`config.mk`:
```
export PLATFORM = sky130hd
export DESIGN_NAME = cc_unit
export DESIGN_NICKNAME = d
export VERILOG_FILES = /design/src/rtl/cc_unit.sv
export SDC_FILE = /design/constraint.sdc
export NUM_CORES = 1
export LEC_CHECK = 0
export BUFFER_PORTS_ARGS = -buffer_cell sky130_fd_sc_hd__buf_2
export CAP_MARGIN = 20
export CORE_MARGIN = 4
export CORE_UTILIZATION = 54
export CTS_BUF_LIST = sky130_fd_sc_hd__clkbuf_4 sky130_fd_sc_hd__clkbuf_8
export CTS_CLUSTER_SIZE = 16
export DETAILED_ROUTE_END_ITERATION = 10
export HOLD_SLACK_MARGIN = 0.15
export PLACE_DENSITY = 0.86
export SLEW_MARGIN = 20
export SYNTH_ARGS = -nofsm -noshare
export SYNTH_HDL_FRONTEND = slang
export SYNTH_SLANG_ARGS = --single-unit
```
`constraint.sdc`:
```
create_clock -name i_CLK -period 5.3 [get_ports i_CLK]
set_clock_uncertainty 0.05 [all_clocks]
set_input_delay 0.265 -clock i_CLK [delete_from_list [all_inputs] [get_ports i_CLK]]
set_output_delay 0.265 -clock i_CLK [all_outputs]
set_load 0.02 [all_outputs]
```
`src/rtl/cc_unit.sv`:
```
// cc_unit: NZP condition codes with a save/restore stack and branch enable.
// Define CC_BEN_REG_EN to register o_BEN (one-cycle latency).
module cc_unit #(
  parameter int DATA_W      = 16,
  parameter int STACK_DEPTH = 4,
  localparam int DW = $clog2(STACK_DEPTH + 1),
  localparam int IW = (STACK_DEPTH > 1) ? $clog2(STACK_DEPTH) : 1
) (
  input  logic              i_CLK,
  input  logic              i_RST_N,
  input  logic              i_LD_CC,
  input  logic [DATA_W-1:0] i_Bus,
  input  logic              i_LD_Direct,
  input  logic [2:0]        i_NZP_In,
  input  logic              i_Push,
  input  logic              i_Pop,
  input  logic              i_ClrErr,
  input  logic [2:0]        i_IR_NZP,
  output logic [2:0]        o_NZP,
  output logic              o_BEN,
  output logic [DW-1:0]     o_Depth,
  output logic              o_Full,
  output logic              o_Empty,
  output logic              o_Err
);

  logic [2:0]    nzp_q, nzp_d;
  logic [DW-1:0] depth_q, depth_d;
  logic          err_q, err_d;
  logic [2:0]    stk_q [STACK_DEPTH];
  logic [2:0]    stk_d [STACK_DEPTH];

  logic          full, empty;
  logic          push_req, pop_req;
  logic          push_ok, pop_ok, err_set;
  logic [IW-1:0] wr_idx, rd_idx;
  logic [2:0]    cls;
  logic          bus_n, bus_z;

  assign full  = (depth_q == DW'(STACK_DEPTH));
  assign empty = (depth_q == '0);

  assign bus_n = i_Bus[DATA_W-1];
  assign bus_z = (i_Bus == '0);
  assign cls   = {bus_n, bus_z, ~bus_n & ~bus_z};

  // A simultaneous push and pop is treated as misuse: neither is honoured.
  assign push_req = i_Push & ~i_Pop;
  assign pop_req  = i_Pop & ~i_Push;
  assign push_ok  = push_req & ~full;
  assign pop_ok   = pop_req & ~empty;
  assign err_set  = (i_Push & i_Pop)
                  | (push_req & full)
                  | (pop_req & empty);

  assign wr_idx = IW'(depth_q);
  assign rd_idx = IW'(depth_q - DW'(1));

  always_comb begin
    nzp_d   = nzp_q;
    depth_d = depth_q;
    err_d   = err_q;
    stk_d   = stk_q;
    unique case (1'b1)
      pop_ok:      nzp_d = stk_q[rd_idx];
      i_LD_Direct: nzp_d = i_NZP_In;
      i_LD_CC:     nzp_d = cls;
      default:     nzp_d = nzp_q;
    endcase
    if (push_ok) begin
      stk_d[wr_idx] = nzp_q;
      depth_d       = depth_q + DW'(1);
    end else if (pop_ok) begin
      depth_d = depth_q - DW'(1);
    end
    if (err_set) begin
      err_d = 1'b1;
    end else if (i_ClrErr) begin
      err_d = 1'b0;
    end
  end

  always_ff @(posedge i_CLK or negedge i_RST_N) begin
    if (!i_RST_N) begin
      nzp_q   <= 3'b010;
      depth_q <= '0;
      err_q   <= 1'b0;
    end else begin
      nzp_q   <= nzp_d;
      depth_q <= depth_d;
      err_q   <= err_d;
    end
  end

  // Stack storage is never reset; entries above depth are don't-care.
  always_ff @(posedge i_CLK) begin
    stk_q <= stk_d;
  end

`ifdef CC_BEN_REG_EN
  logic ben_q, ben_d;

  assign ben_d = |(i_IR_NZP & nzp_q);

  always_ff @(posedge i_CLK or negedge i_RST_N) begin
    if (!i_RST_N) begin
      ben_q <= 1'b0;
    end else begin
      ben_q <= ben_d;
    end
  end

  assign o_BEN = ben_q;
`else
  assign o_BEN = |(i_IR_NZP & nzp_q);
`endif

  assign o_NZP   = nzp_q;
  assign o_Depth = depth_q;
  assign o_Full  = full;
  assign o_Empty = empty;
  assign o_Err   = err_q;

endmodule

```
==> results of run 1 <==
==> metrics by stage <==
step           worst slack, ps  cell area (sq um)
4_1_cts                   3110               1300
5_1_grt                   3010               1300
2_1_floorplan             3170               1060
3_5_place_dp              3130               1260
3_3_place_gp              3220               1260
6_report                  3100               1300
==> sequential cells by signal, summed over array words and instances, names as in the netlist <==
name     count
stk_q       12
o_Err        1
o_Depth      3
o_NZP        3
==> routing by layer <==
layer | up-vias | share of wire, % | global-route usage [%]
met3 | 6 | 4.7 | 4.56
met2 | 26 | 53 | 33.1
li1 | 429 | - | -
met1 | 431 | 40 | 23.3
met5 | - | 0 | 0
met4 | 0 | 2.3 | 8.09
==> cell usage after synthesis (2+ instances only) <==
cell      instances  area [sq um]
o21ai_0           4          20.0
ha_1              5          62.6
xnor2_1           2          17.5
nand2b_1          4          25.0
mux2i_1           2          20.0
buf_2             2          10.0
a21oi_1           3          15.0
nor2_1            6          22.5
a22oi_1           2          15.0
inv_1             6          22.5
edfxtp_1         12           360
nor4_1            5          31.3
and2_1            5          31.3
dfrtp_1           6           150
nand2_1           6          22.5
a31oi_1           2          12.5
nor2b_1           2          12.5
==> kinds of logic (layout without fill, tap and decap cells) <==
| kind of cell | Yosys count | count (layout) | share of synthesized area [%] |
|---|---|---|---|
| simple gates | 32 | 32 | 16.3 |
| compound gates | 21 | 21 | 14.5 |
| flops | 19 | 19 | 50.6 |
| buf+inv | 9 | 49 | 4.13 |
| fa+ha+maj | 5 | 5 | 5.90 |
| mux | 5 | 5 | 6.85 |
| xor+xnor | 2 | 2 | 1.65 |
==> power groups by stage <==
stage | Combinational, mW | Sequential, mW | Clock (mW)
2_1_floorplan | 0.187 | 0.246 | 0
3_3_place_gp | 0.255 | 0.236 | 0
3_5_place_dp | 0.260 | 0.239 | 0
4_1_cts | 0.261 | 0.236 | 0.0770
5_1_grt | 0.283 | 0.241 | 0.0839
6_report | 0.261 | 0.236 | 0.0738
==> worst min-delay path: stages <==
cell and delay, ps:
buf_2 90, nand2_1 50, a41oi_1 110
==> cell type report <==
type,count,area share [%]
Multi-Input combinational cell,65,36.9
Clock inverter,1,0.577
Timing Repair Buffer,39,15.4
Clock buffer,3,1.73
Sequential cell,19,41.3
Inverter,6,1.73
Tap cell,25,2.41
==> worst paths after layout <==
check | end | depth (start not counted)
min in group asynchronous | o_Err | 2
worst min register to register | o_NZP[1] | 1
worst max-delay path | o_NZP[1] | 5
worst min-delay path | o_NZP[0] | 3
max in group asynchronous | o_NZP[1] | 2
worst max register to register | o_NZP[1] | 5
==> repair_timing <==
action | in CTS | in global routing
hold buffers | 1 | 0
endpoints found under the hold margin | 7 | 0
endpoints found under the setup margin | 0 | 0
resized for setup | 0 | 0
==> flow_summary.toml, run 1 <==
[status]
status = "complete, no violations"

[timing]
rsz0062_at_grt = "no"
setup_tns_ps = 0
hold_viol_final = 0
slew_headroom_pct = 73.6
finalCritPeriodShare_pct = 41.5
setup_viol = 0
timing.fmax_mhz = 455
min_period_ps = 2200
worst_pin_slew_ps = 387
report.final.slew_viol_count = 0
holdWs_ps = 210

[worst_setup_path]
critical_path_class = "reg -> reg"
crit_family = "compound AO/OA/AOI/OAI gates"
r2r_start = "o_Depth[0]"
slowest_delay_ps = 500
worstPathCellList = "inv_1, ha_1, mux2_4, a32o_1, o32a_1"
cpMaxStageDelayCell = "dfrtp_1"
cp-start-kind = "flip-flop"
crit_path_end_kind = "flip-flop"
path_buf_inv = 1
required_ps = 5480
cp.arrival_ps = 2380
cp_max_fo = 8
crit_start = "o_Depth[0]"
ff2ff_setup_slack_ps = 3100

[cts]
cts_sinks = 19
clk_latency_ps = 300
cts_tree = "built"
cts.path.max_buffers = 2
post_cts_buffers = 0
cts_root_buffer = "clkbuf_4"
cts_made_buffers = 3
htree_num_levels = 1
clk_pin_slew_worst_paths_ps = 110

[route]
via_count = 892
wl_um = 2470
dr.pass1.iters = 5
antenna_left = 0
drc = 0
vias_per_cell = 5.65
drt_iter0_markers = 22
wire_per_inst_um = 15.6

[layout]
final_common_cell = "buf_2"
diodes = 0
final_cell_mix = "38 x buf_2, 12 x edfxtp_1"
multiInputGateArea_sq_um = 479
stdcell_count = 158
drive_gt1_share_pct = 35.3
syn_to_final_growth_pct = 22.7
nets = 168
seqCellArea_sq_um = 537
fin_util_pct = 72.2
fillers = 131

[global_route]
grt_pass1_wl_um = 3750
grt_util_all_layers_pct = 19.4
grt_pass1_vias = 838
grt_start_max_net_pins = 13
antenna_found_initial = 0
grt-ovfl-total = 0

[power_and_ir_drop]
p_per_area_nw_per_um2 = 439
p_leak_nw = 0.557
comb_power_share_pct = 45.7
seq_power_share_pct = 41.4
ir_drop_uv = 315
power_mw = 0.571
swShare_pct = 40.3
internal_power_mw = 0.341
clockPowerShare_pct = 12.9
p_switching_mw = 0.230

[yosys]
synth-main-ff-cell = "edfxtp_1"
yosys_register_bits = 19
syn_nets = 127
synthCells = 93
synth_enable_flop_cells = 12
ys_seq_area_share_pct = 50.6
synth_cell_types = 36
synth_area_sq_um = 1060
avgSynthCellArea_sq_um = 11.4
yosys_warnings = 0
synthArstFlopShare_pct = 36.8

[die]
rows = 15
design.core.area_sq_um = 1800
die_area_sq_um = 2740
start_util_pct = 58.8
ios = 39
chipHeight_um = 52.3
fp.dieW_um = 52.3

[run]
drv_cap = 0

[placement]
hpwl_um = 1970
gp_congestion = 0.898
placed_cells_incl_taps = 153
io_buffers = 38

[worst_hold_path]
hp-start = "i_NZP_In[0]"
hold_path_class = "in -> reg"
Power figures use the tool's default switching activity.
==> run 2, diff against run 1 <==
--- a/config.mk
+++ b/config.mk
@@ -5,15 +5,16 @@
 export SDC_FILE = /design/constraint.sdc
 export NUM_CORES = 1
 export LEC_CHECK = 0
+export ABC_AREA = 1
 export BUFFER_PORTS_ARGS = -buffer_cell sky130_fd_sc_hd__buf_2
 export CAP_MARGIN = 20
 export CORE_MARGIN = 4
-export CORE_UTILIZATION = 54
+export CORE_UTILIZATION = 46
 export CTS_BUF_LIST = sky130_fd_sc_hd__clkbuf_4 sky130_fd_sc_hd__clkbuf_8
 export CTS_CLUSTER_SIZE = 16
 export DETAILED_ROUTE_END_ITERATION = 10
 export HOLD_SLACK_MARGIN = 0.15
-export PLACE_DENSITY = 0.86
+export PLACE_DENSITY = 0.78
 export SLEW_MARGIN = 20
 export SYNTH_ARGS = -nofsm -noshare
 export SYNTH_HDL_FRONTEND = slang
==> constraint.sdc (replaced) <==
create_clock -name i_CLK -period 1.9 [get_ports i_CLK]
set_clock_uncertainty 0.05 [all_clocks]
set_input_delay 0.095 -clock i_CLK [delete_from_list [all_inputs] [get_ports i_CLK]]
set_output_delay 0.095 -clock i_CLK [all_outputs]
set_load 0.02 [all_outputs]
==> run 2 against run 1 <==
Net effect: design area grew 12%; clock-buffer cell count is the same; largest power group unchanged; setup slack lost 2900 ps.
==> flow_summary.toml, run 2 <==
[worst_hold_path]
hold_path_class = "in -> reg"

[global_route]
grt_start_max_net_pins = 12
grt-ovfl-total = 0
grt_pass1_vias = 1054
grt_pass1_wl_um = 4580
grt_util_all_layers_pct = 18.3
antenna_found_initial = 0

[yosys]
synth-main-ff-cell = "edfxtp_1"
ys_top_cells_by_area = "edfxtp_1 33%, dfrtp_1 14%, nand2_1 10%, nor2_1 7.4%, inv_1 7.1%"
synth_most_common_cell = "nand2_1"
yosys_register_bits = 19
synth_enable_flop_cells = 12
synth_commonest_cells = "31 x nand2_1, 22 x nor2_1, 21 x inv_1"
ys_seq_area_share_pct = 48.4
synthArstFlopShare_pct = 36.8
yosysTopAreaCell = "edfxtp_1"
avgSynthCellArea_sq_um = 8.34
synth_cell_types = 23
synthCells = 133
syn_nets = 167
synth_top_area_share_pct = 32.5
yosys_warnings = 0
synth_area_sq_um = 1110

[cts]
htree_num_levels = 1
post_cts_buffers = 0
cts_made_buffers = 3
ctsResizeCount = 0
cts_sinks = 19
clk_pin_slew_worst_paths_ps = 110
cts.path.max_buffers = 2
ctsHoldBuffers = 10
clk_latency_ps = 290
cts_root_buffer = "clkbuf_4"
cts_tree = "built"

[status]
status = "complete, no violations"

[timing]
report.final.slew_viol_count = 0
setup_viol = 0
min_period_ps = 1710
rsz0062_at_grt = "no"
finalCritPeriodShare_pct = 90.0
worst_pin_slew_ps = 337
slew_headroom_pct = 77.5
timing.fmax_mhz = 585
setup_tns_ps = 0
hold_viol_final = 0

[die]
start_util_pct = 49.2
chipHeight_um = 57.1
fp.dieW_um = 57.1
design.core.area_sq_um = 2250
ios = 39
die_area_sq_um = 3260
rows = 17

[power_and_ir_drop]
power_mw = 1.70
ir_drop_uv = 763
p_per_area_nw_per_um2 = 1160
p_leak_nw = 0.756

[layout]
syn_to_final_growth_pct = 31.8
final_cell_mix = "38 x buf_2, 31 x nand2_1, 22 x nor2_1"
regMostFlops = "stk_q"
drive_gt1_share_pct = 29.2
nets = 220
diodes = 0
largest_register_ffs = 12
final_common_cell = "buf_2"
fillers = 209
final_area_sq_um = 1460

[run]
drv_cap = 0

[route]
dr.pass1.iters = 4
drc = 0
vias_per_cell = 4.78
antenna_left = 0
wire_per_inst_um = 12.2
via_count = 1018
wl_um = 2600
drt_iter0_markers = 24

[worst_setup_path]
cp-start-kind = "flip-flop"
required_ps = 1840
worstPathCellList = "inv_1, ha_1, nand2_1, nand3_2, nor2_1"
cpMaxStageDelayCell = "dfrtp_1"
cp_max_fo = 9
slowest_delay_ps = 450
cp.arrival_ps = 1650
critical_path_class = "reg -> reg"
crit_path_end_kind = "flip-flop"

[placement]
io_buffers = 38
dpl-instance-area_sq_um = 1330
gp_congestion = 0.900
hpwl_um = 2020
==> run 2: area by class of cell <==
type	count	area, sq um	area share (%)
sequential	19	537	36.7
multi-input combinational	89	474	32.4
timing repair buffer	49	298	20.4
inverter	24	90.1	6.16
tap	28	35.0	2.40
clock buffer	3	22.5	1.54
clock inverter	1	5.00	0.342
==> run 2: worst paths after layout <==
| path | from | end | slack, ps | depth (start not counted) |
|---|---|---|---|---|
| max | o_Depth[1] | stk_q[8] | 190 | 5 |
| min | i_Bus[14] | o_NZP[1] | 150 | 8 |
| max reg2reg | o_Depth[1] | stk_q[8] | 190 | 5 |
| min reg2reg | o_Err | o_Err | 480 | 2 |
| max in group asynchronous | i_RST_N | o_Depth[0] | 820 | 3 |
| min in group asynchronous | i_RST_N | o_NZP[1] | 230 | 2 |
==> run 2: worst max-delay path, delay by kind of cell, from the launching register on <==
| family | cells | cell delay [ps] |
|---|---|---|
| adders and majority gates | 1 | 250 |
| DFF | 1 | 450 |
| and+or+nand+nor | 3 | 550 |
| buffers and inverters | 1 | 110 |
==> run 2: cell families after synthesis <==
logic type               Yosys count  share of synthesized area [%]
AO/OA/AOI/OAI                     13                           6.55
XOR/XNOR                           3                           2.37
adder cells (fa/ha/maj)            5                           5.64
buffers and inverters             25                           8.80
flip-flops                        19                           48.4
AND/OR/NAND/NOR                   68                           28.2
==> run 2: per-stage QoR <==
| step | utilization [%] | instances | setup WS (ps) | hold slack, ps |
|---|---|---|---|---|
| finish | 64.8 | 213 | 190 | 150 |
| global route | 64.8 | 213 | 53.5 | 165 |
| CTS | 64.8 | 213 | 190 | 151 |
| detailed placement | 59.2 | 199 | 204 | -109 |
| global placement | 59.2 | 199 | 343 | -112 |
| floorplan | - | 133 | 118 | -251 |
==> run 2: where the power goes <==
part	switching (mW)	internal (mW)	leakage (nW)	total [mW]
logic	0.540	0.318	0.548	0.857
registers	0.0915	0.552	0.190	0.644
clock network	0.123	0.0784	0.0177	0.201
==> run 2: per-layer routing <==
layer | part of all wire [%] | track usage, % | vias to the layer above
li1 | - | - | 516
met1 | 39 | 20.8 | 449
met2 | 50 | 31.0 | 45
met3 | 6.3 | 2.49 | 8
met4 | 3.9 | 13.6 | 0
met5 | 0 | 0 | -
